File: config.mk
export PLATFORM = sky130hd
export DESIGN_NAME = csr_bank
export DESIGN_NICKNAME = d
export VERILOG_FILES = /design/src/rtl/csr_bank.sv
export SDC_FILE = /design/constraint.sdc
export NUM_CORES = 1
export LEC_CHECK = 0
export ABC_CLOCK_PERIOD_IN_PS = 2800
export BUFFER_PORTS_ARGS = -buffer_cell sky130_fd_sc_hd__buf_2
export CELL_PAD_IN_SITES_DETAIL_PLACEMENT = 2
export CELL_PAD_IN_SITES_GLOBAL_PLACEMENT = 2
export CORE_UTILIZATION = 29
export DETAILED_ROUTE_END_ITERATION = 7
export PLACE_DENSITY_LB_ADDON = 0.1
export REMOVE_ABC_BUFFERS = 1
export SLEW_MARGIN = 10
export SYNTH_ARGS = -nofsm -noshare
export SYNTH_HDL_FRONTEND = slang
export SYNTH_SLANG_ARGS = --single-unit
File: constraint.sdc
create_clock -name clk -period 2.8 [get_ports clk]
set_clock_uncertainty 0.15 [all_clocks]
set_input_delay 0.56 -clock clk [delete_from_list [all_inputs] [get_ports clk]]
set_output_delay 0.56 -clock clk [all_outputs]
set_load 0.01 [all_outputs]
File: src/rtl/csr_bank.sv
// rtl/csr_bank.sv - parametrised CSR bank with valid/ready access, range errors and optional IRQ unit
// Optional interrupt unit (IRQ_STAT/IRQ_MASK, edge capture, irq) is compiled in with CSR_BANK_IRQ_EN.
module csr_bank #(
   parameter int REG_W      = 8,
   parameter int ADDR_W     = 8,
   parameter int NUM_CFG    = 8,
   parameter int NUM_STATUS = 8,
   parameter int NUM_IRQ    = 4,
   parameter logic [NUM_CFG*REG_W-1:0] CFG_RST = '0
) (
   input  logic                        clk,
   input  logic                        rstb,
   input  logic                        ena,
   input  logic                        req_valid,
   output logic                        req_ready,
   input  logic                        wr_rdn,
   input  logic [ADDR_W-1:0]           addr,
   input  logic [REG_W-1:0]            wdata,
   output logic                        rsp_valid,
   input  logic                        rsp_ready,
   output logic [REG_W-1:0]            rdata,
   output logic                        err,
   output logic [NUM_CFG*REG_W-1:0]    rw_regs,
   input  logic [NUM_STATUS*REG_W-1:0] ro_regs,
   input  logic [NUM_IRQ-1:0]          irq_src,
   output logic                        irq
);

   logic [NUM_CFG-1:0][REG_W-1:0] cfg_q;
   logic                          region;
   logic [31:0]                   idx;
   logic                          cfg_hit, ro_hit, stat_hit, mask_hit;
   logic                          accept, req_err;
   logic [REG_W-1:0]              rd, stat_w, mask_w;
   logic                          rsp_valid_q, err_q;
   logic [REG_W-1:0]              rdata_q;

   assign region  = addr[ADDR_W-1];
   assign idx     = 32'(addr[ADDR_W-2:0]);
   assign cfg_hit = !region && (idx < 32'(NUM_CFG));
   assign ro_hit  = region && (idx < 32'(NUM_STATUS));

   assign req_ready = ena && (!rsp_valid_q || rsp_ready);
   assign accept    = req_valid && req_ready;
   assign req_err   = !(cfg_hit || ro_hit || stat_hit || mask_hit) || (wr_rdn && ro_hit);

`ifdef CSR_BANK_IRQ_EN
   logic [NUM_IRQ-1:0] src_q, stat_q, mask_q, rise, clr;
   logic               irq_q;

   assign stat_hit = region && (idx == 32'(NUM_STATUS));
   assign mask_hit = region && (idx == 32'(NUM_STATUS + 1));
   assign rise     = irq_src & ~src_q;
   assign clr      = (accept && wr_rdn && stat_hit) ? wdata[NUM_IRQ-1:0] : '0;

   always_comb begin
      stat_w = '0;
      mask_w = '0;
      stat_w[NUM_IRQ-1:0] = stat_q;
      mask_w[NUM_IRQ-1:0] = mask_q;
   end

   // Set is OR-ed in after the clear so a same-cycle edge wins over W1C.
   always_ff @(posedge clk or negedge rstb) begin
      if (!rstb) begin
         src_q  <= '0;
         stat_q <= '0;
         mask_q <= '0;
         irq_q  <= 1'b0;
      end else begin
         src_q  <= irq_src;
         stat_q <= (stat_q & ~clr) | rise;
         if (accept && wr_rdn && mask_hit)
            mask_q <= wdata[NUM_IRQ-1:0];
         irq_q  <= |(stat_q & mask_q);
      end
   end

   assign irq = irq_q;
`else
   logic unused_irq_src;

   assign unused_irq_src = ^irq_src;
   assign stat_hit       = 1'b0;
   assign mask_hit       = 1'b0;
   assign stat_w         = '0;
   assign mask_w         = '0;
   assign irq            = 1'b0;
`endif

   always_comb begin
      rd = '0;
      for (int i = 0; i < NUM_CFG; i++)
         if (cfg_hit && idx == 32'(i))
            rd = cfg_q[i];
      for (int i = 0; i < NUM_STATUS; i++)
         if (ro_hit && idx == 32'(i))
            rd = ro_regs[i*REG_W +: REG_W];
      if (stat_hit)
         rd = stat_w;
      if (mask_hit)
         rd = mask_w;
   end

   always_ff @(posedge clk or negedge rstb) begin
      if (!rstb) begin
         cfg_q <= CFG_RST;
      end else if (accept && wr_rdn && cfg_hit) begin
         for (int i = 0; i < NUM_CFG; i++)
            if (idx == 32'(i))
               cfg_q[i] <= wdata;
      end
   end

   // Response payload only changes on acceptance, so it holds while stalled.
   always_ff @(posedge clk or negedge rstb) begin
      if (!rstb) begin
         rsp_valid_q <= 1'b0;
         rdata_q     <= '0;
         err_q       <= 1'b0;
      end else if (accept) begin
         rsp_valid_q <= 1'b1;
         err_q       <= req_err;
         rdata_q     <= (wr_rdn || req_err) ? '0 : rd;
      end else if (rsp_ready) begin
         rsp_valid_q <= 1'b0;
      end
   end

   assign rsp_valid = rsp_valid_q;
   assign rdata     = rdata_q;
   assign err       = err_q;
   assign rw_regs   = cfg_q;

endmodule

**After elaboration in Yosys (flattened, before gate mapping)**

Cells that the tools add are included.

- Output and inout port bits: 76
- Register bits after elaboration: 74
- Logic and storage cells: 78
- Bits of input ports: 90

- Reduce and logical (&&, ||, !) cells: 40
- Multiplexer cells: 19
- Eq/ne operators: 7
- Order comparisons: 1

Operators with widths:

| operator | count |
|---|---|
| $mux 8 | 17 |
| $logic_not 32->1 | 1 |
| $eq 7x3->1 const B | 4 |
| $logic_and 1x1->1 | 23 |
| $reduce_and 2->1 | 8 |
| $eq 7x2->1 const B | 2 |
| $eq 7x1->1 const B | 1 |
| $lt 7x4->1 const B | 1 |
| $logic_or 1x1->1 | 4 |
| $logic_not 1->1 | 3 |
| $mux 1 | 2 |
| $reduce_bool 2->1 | 1 |

**Logic depth before layout (Yosys ltp)**

- Depth after elaboration: 20
- Depth in mapped cells: 8
- Gate-level depth less buffers: 5

**Worst setup path before layout**

Ideal clock, no wire load.

- Path type: input -> register
- Start point: input addr[5]
- End point: register cfg_q (netlist bit rw_regs[56])
- Stages on the path: 6
- Arrival time: 2341 ps
- Data required time: 2525 ps
- Setup time: 125 ps
- Slack: 185 ps
- Buffers on the path: 1
- Path through: nor4_4 -> nand4_4 -> or4_4 -> or3_1 -> buf_6 -> mux2_2

- Word-level cells in the longest chain between the ends: 4
- Elaborated cells on any way between the ends: 5
- Classes of those cells: order compare: 1; eq/ne: 1; reduce/logical: 3

RTL lines:

| what | RTL line | source |
|---|---|---|
| start: declaration | 17 | `input logic [ADDR_W-1:0] addr,` |
| $lt 7x4->1 | 40 | `assign cfg_hit = !region && (idx < 32'(NUM_CFG));` |
| $logic_and 1x1->1 | 40 |  |
| $logic_and 1x1->1 | 108 | `end else if (accept && wr_rdn && cfg_hit) begin` |
| $reduce_and 2->1 (no source line) (*) | -- |  |
| end signal: indexed assignment | 111 | `cfg_q[i] <= wdata;` |
| end: declaration | 29 | `logic [NUM_CFG-1:0][REG_W-1:0] cfg_q;` |

Mark *: on every way between the ends. The rest lies on a longest branch, timed or not.
A chain may end at the register's enable or synchronous reset.

**Worst setup path in the final report**

- Start point: input addr[5]
- End point: register cfg_q (netlist bit rw_regs[39])

Same word-level chain as after synthesis.

==> impl_results.html <==
<table>
<tr><th>Metric</th><th>Value</th></tr>
<tr><th colspan="2">Clocking</th></tr>
<tr><td>Post-CTS clock slew at the launch and capture registers of the worst setup and hold paths</td><td>60 ps</td></tr>
<tr><td>Clock Sinks</td><td>74</td></tr>
<tr><td>Level count of the clock H-tree</td><td>3</td></tr>
<tr><td>Clock latency on the worst-skew pair</td><td>340 ps</td></tr>
<tr><td>Clock tree from TritonCTS</td><td>done</td></tr>
<tr><td>Deepest clock path buffer count</td><td>2</td></tr>
<tr><td>Cts repair resizes</td><td>0</td></tr>
<tr><td>Root cell of the clock tree</td><td>sky130_fd_sc_hd__clkbuf_16</td></tr>
<tr><td>Buffers inserted during post-CTS setup optimization</td><td>0</td></tr>
<tr><td>Quantity of hold-fixing buffers added after cts</td><td>0</td></tr>
<tr><td>TritonCTS Buffers</td><td>9</td></tr>
<tr><th colspan="2">Job</th></tr>
<tr><td>MaxCap Viol Count</td><td>0</td></tr>
<tr><th colspan="2">Layout</th></tr>
<tr><td>Final Instance Count excl. Fillers</td><td>783</td></tr>
<tr><td>Synthesis-to-layout area growth</td><td>35.6%</td></tr>
<tr><td>Layout net count</td><td>684</td></tr>
<tr><td>Number of antenna repair diodes</td><td>0</td></tr>
<tr><td>Layout cells sized above 1</td><td>49.2%</td></tr>
<tr><td>Fill cell total of the finished layout</td><td>1603</td></tr>
<tr><th colspan="2">Worst hold path</th></tr>
<tr><td>Path category of the worst min-delay check</td><td>in -&gt; async</td></tr>
<tr><th colspan="2">GRT</th></tr>
<tr><td>Antenna violations before repair</td><td>0</td></tr>
<tr><td>Global-route wire length before repair</td><td>27.1 mm</td></tr>
<tr><td>Congestion Overflow GR</td><td>0</td></tr>
<tr><td>Maximum number of pins on one net before global-route repair</td><td>54</td></tr>
<tr><td>Aggregate global-route resource usage</td><td>24.5%</td></tr>
<tr><td>Number of global-route vias before repair</td><td>4513</td></tr>
<tr><th colspan="2">Synth</th></tr>
<tr><td>Most numerous cell in the Yosys netlist</td><td>sky130_fd_sc_hd__dfrtp_1</td></tr>
<tr><td>Area of the mapped netlist</td><td>0.00431 mm2</td></tr>
<tr><td>Number of standard cells after synthesis</td><td>416</td></tr>
<tr><td>Register bit count reported by yosys</td><td>74</td></tr>
<tr><td>Fraction of post-synthesis cell area in the top cell type by area</td><td>42.9%</td></tr>
<tr><td>Most used DFF post-synth</td><td>sky130_fd_sc_hd__dfrtp_1</td></tr>
<tr><td>Count of flip-flops with a built-in enable after synthesis</td><td>0</td></tr>
<tr><td>Mapped Avg Cell Area</td><td>10.4 um2</td></tr>
<tr><td>Most area-consuming cells after synthesis</td><td>sky130_fd_sc_hd__dfrtp_1, sky130_fd_sc_hd__mux2_2, sky130_fd_sc_hd__o21ai_0, sky130_fd_sc_hd__a21oi_1, sky130_fd_sc_hd__nand2_1</td></tr>
<tr><td>Synth top cells by count</td><td>sky130_fd_sc_hd__dfrtp_1, sky130_fd_sc_hd__mux2_2, sky130_fd_sc_hd__nand2_1, sky130_fd_sc_hd__nor2_1, sky130_fd_sc_hd__o21ai_0</td></tr>
<tr><td>Number of unique standard cell types used by synthesis</td><td>64</td></tr>
<tr><td>Yosys top cell by area</td><td>sky130_fd_sc_hd__dfrtp_1</td></tr>
<tr><td>Register area share after synthesis</td><td>42.9%</td></tr>
<tr><td>Synthesis warning total</td><td>0</td></tr>
<tr><td>Share of flip-flops with an asynchronous set or reset</td><td>100%</td></tr>
<tr><th colspan="2">Timing</th></tr>
<tr><td>Max-slew headroom</td><td>46.3%</td></tr>
<tr><td>Setup ws final</td><td>305 ps</td></tr>
<tr><td>Min Clock Period, post-route</td><td>2500 ps</td></tr>
<tr><td>Number of failing hold endpoints at the final stage</td><td>0</td></tr>
<tr><td>Unrepaired setup endpoints after global routing</td><td>no</td></tr>
<tr><td>Least-Margin Pin Slew</td><td>805 ps</td></tr>
<tr><td>F_max</td><td>401 MHz</td></tr>
<tr><td>Setup violation total in the final timing report</td><td>0</td></tr>
<tr><td>Final Cycle Share</td><td>89.1%</td></tr>
<tr><td>Hold Worst Slack</td><td>53.4 ps</td></tr>
<tr><td>Total count of max-transition violations in the final report</td><td>0</td></tr>
<tr><th colspan="2">Pwr</th></tr>
<tr><td>P_leak</td><td>2.96 nW</td></tr>
<tr><td>Largest voltage drop on the vdd net</td><td>0.235 mV</td></tr>
<tr><td>Power per unit of standard cell area</td><td>469 mW/mm2</td></tr>
<tr><th colspan="2">Worst setup path</th></tr>
<tr><td>Crit-path most repeated cell</td><td>sky130_fd_sc_hd__buf_4</td></tr>
<tr><td>Worst-path fanout max</td><td>8</td></tr>
<tr><td>Required time of the worst setup path</td><td>2880 ps</td></tr>
<tr><td>CP max-delay cell</td><td>sky130_fd_sc_hd__nor4_4</td></tr>
<tr><td>Worst path cell trace</td><td>buf_2 -&gt; nor4_4 -&gt; nand4_4 -&gt; buf_4 -&gt; nor4_1 -&gt; buf_4 -&gt; nand3b_2 -&gt; mux2_2</td></tr>
<tr><td>Class of the most critical setup path</td><td>in -&gt; reg</td></tr>
<tr><td>Startpoint types</td><td>input pin</td></tr>
<tr><td>Max stage delay on crit path</td><td>380 ps</td></tr>
<tr><td>Data arrival time at the worst-slack endpoint</td><td>2570 ps</td></tr>
<tr><td>Critical path capture point type</td><td>flop</td></tr>
<tr><th colspan="2">Route</th></tr>
<tr><td>Total length of routed wires</td><td>18.1 mm</td></tr>
<tr><td>Metal-1 WL</td><td>7.89 mm</td></tr>
<tr><td>Metal3 WL</td><td>1.04 mm</td></tr>
<tr><td>Detailed Routing Iterations Pass 1</td><td>4</td></tr>
<tr><td>Detailed-route wire length per cell</td><td>23.2 um</td></tr>
<tr><td>DRC viols</td><td>0</td></tr>
<tr><td>Met2 routed wirelength</td><td>8.87 mm</td></tr>
<tr><td>Max layer used</td><td>met4</td></tr>
<tr><td>Via/cell ratio</td><td>5.36</td></tr>
<tr><td>Count of vias placed by the detailed router</td><td>4198</td></tr>
<tr><td>Antenna violation net count after detailed routing</td><td>0</td></tr>
<tr><td>Iteration-0 DRC Markers</td><td>236</td></tr>
<tr><th colspan="2">Floorplanning</th></tr>
<tr><td>Horizontal die dimension</td><td>124 um</td></tr>
<tr><td>Cell Rows</td><td>44</td></tr>
<tr><td>Boundary Pins</td><td>166</td></tr>
<tr><td>Effective utilization at floorplan</td><td>29.7%</td></tr>
<tr><td>Die span in y</td><td>124 um</td></tr>
<tr><td>Standard cell core area</td><td>0.0145 mm2</td></tr>
<tr><td>Die footprint</td><td>0.0154 mm2</td></tr>
<tr><th colspan="2">Placement</th></tr>
<tr><td>Setup slack at placement</td><td>-74.9 ps</td></tr>
<tr><td>DP Cell Count</td><td>767</td></tr>
<tr><td>Half-perimeter wire length of the detailed placement result</td><td>13.6 mm</td></tr>
<tr><td>Final Wtd Congestion</td><td>0.839</td></tr>
<tr><td>Number of buffer cells added on primary ports</td><td>160</td></tr>
<tr><th colspan="2">Outcome</th></tr>
<tr><td>Status</td><td>finished, final reports clean</td></tr>
</table>
==> metrics by stage <==
stage	util [%]	setup TNS (ps)	power, mW	instance area, um2
floorplan	-	0	1.24	4210
detailed placement	38.1	-657	1.48	5530
global route	40.2	0	2.84	5850
global placement	38.1	-693	1.47	5530
finish	40.2	0	2.74	5850
CTS	40.2	0	2.77	5850
==> area by class of cell <==
type                    instances  area, um2  area share, %
clock buffers                  10        229           3.91
clock inverters                 6       90.1           1.54
inverters                       7       26.3          0.449
multi-input cells             310       2330           39.9
flip-flops and latches         74       1850           31.7
well taps                     184        230           3.94
repair buffers                192       1090           18.7
==> logic make-up (layout without fill, tap and decap cells) <==
logic type | count (synthesis) | in the layout | synth area share [%]
other | 1 | 1 | 0.0869
AND/OR/NAND/NOR | 117 | 117 | 14.7
AO/OA/AOI/OAI | 113 | 113 | 18.3
flip-flops | 74 | 74 | 42.9
multiplexers | 79 | 79 | 20.9
buffers and inverters | 32 | 215 | 3.05
==> critical path, delay by kind of cell <==
family	cells	cell delay, ps
buffers and inverters	3	530
muxes	1	380
and+or+nand+nor	4	1100
==> registers in the layout, summed over array words and instances (netlist names) <==
signal     cells
rdata          8
rsp_valid      1
err            1
rw_regs       64
==> metal layers <==
layer  GRT usage, %  vias to the layer above
met3           3.75                       23
met4           8.63                        0
li1               -                     1931
met1           31.3                     2105
met5              0                        -
met2           42.0                      139
==> where the power goes <==
| group | switching [mW] | internal, mW | total (mW) |
|---|---|---|---|
| clock | 0.497 | 0.785 | 1.28 |
| sequential | 0.0119 | 1.08 | 1.10 |
| combinational | 0.222 | 0.143 | 0.365 |
| total | 0.731 | 2.01 | 2.74 |
==> worst paths after layout <==
kind | start | endpoint | slack (ps) | cells after the start
max in group asynchronous | rstb | rw_regs[15] | 1720 | 2
worst max register to register | rsp_valid | rw_regs[39] | 490 | 7
worst max-delay path | addr[5] | rw_regs[39] | 300 | 8
min in group clk | rdata[3] | rdata[3] | 340 | 2
worst min-delay path | rstb | err | 50 | 1
worst min register to register | rdata[3] | rdata[3] | 340 | 2
==> cell usage in the layout, fill, tap and decap left out, types with 3 or more instances in the layout <==
cell type	count
sky130_fd_sc_hd__buf_2	160
sky130_fd_sc_hd__dfrtp_1	74
sky130_fd_sc_hd__mux2_2	69
sky130_fd_sc_hd__nand2_1	28
sky130_fd_sc_hd__buf_4	28
sky130_fd_sc_hd__nor2_1	27
sky130_fd_sc_hd__o21ai_0	23
sky130_fd_sc_hd__a21oi_1	22
sky130_fd_sc_hd__nand2b_1	10
sky130_fd_sc_hd__nor2b_1	9
sky130_fd_sc_hd__o211ai_1	9
sky130_fd_sc_hd__clkbuf_16	9
sky130_fd_sc_hd__nor3_1	8
sky130_fd_sc_hd__a32oi_1	8
sky130_fd_sc_hd__mux2i_1	8
sky130_fd_sc_hd__inv_1	7
sky130_fd_sc_hd__or3_1	6
sky130_fd_sc_hd__a211oi_1	6
sky130_fd_sc_hd__a22oi_1	6
sky130_fd_sc_hd__nand3_1	5
sky130_fd_sc_hd__a221oi_1	4
sky130_fd_sc_hd__o221ai_1	4
sky130_fd_sc_hd__buf_12	4
sky130_fd_sc_hd__o221a_2	3
sky130_fd_sc_hd__o32a_1	3
sky130_fd_sc_hd__nand4_1	3
(Power assumes the default switching activity.)
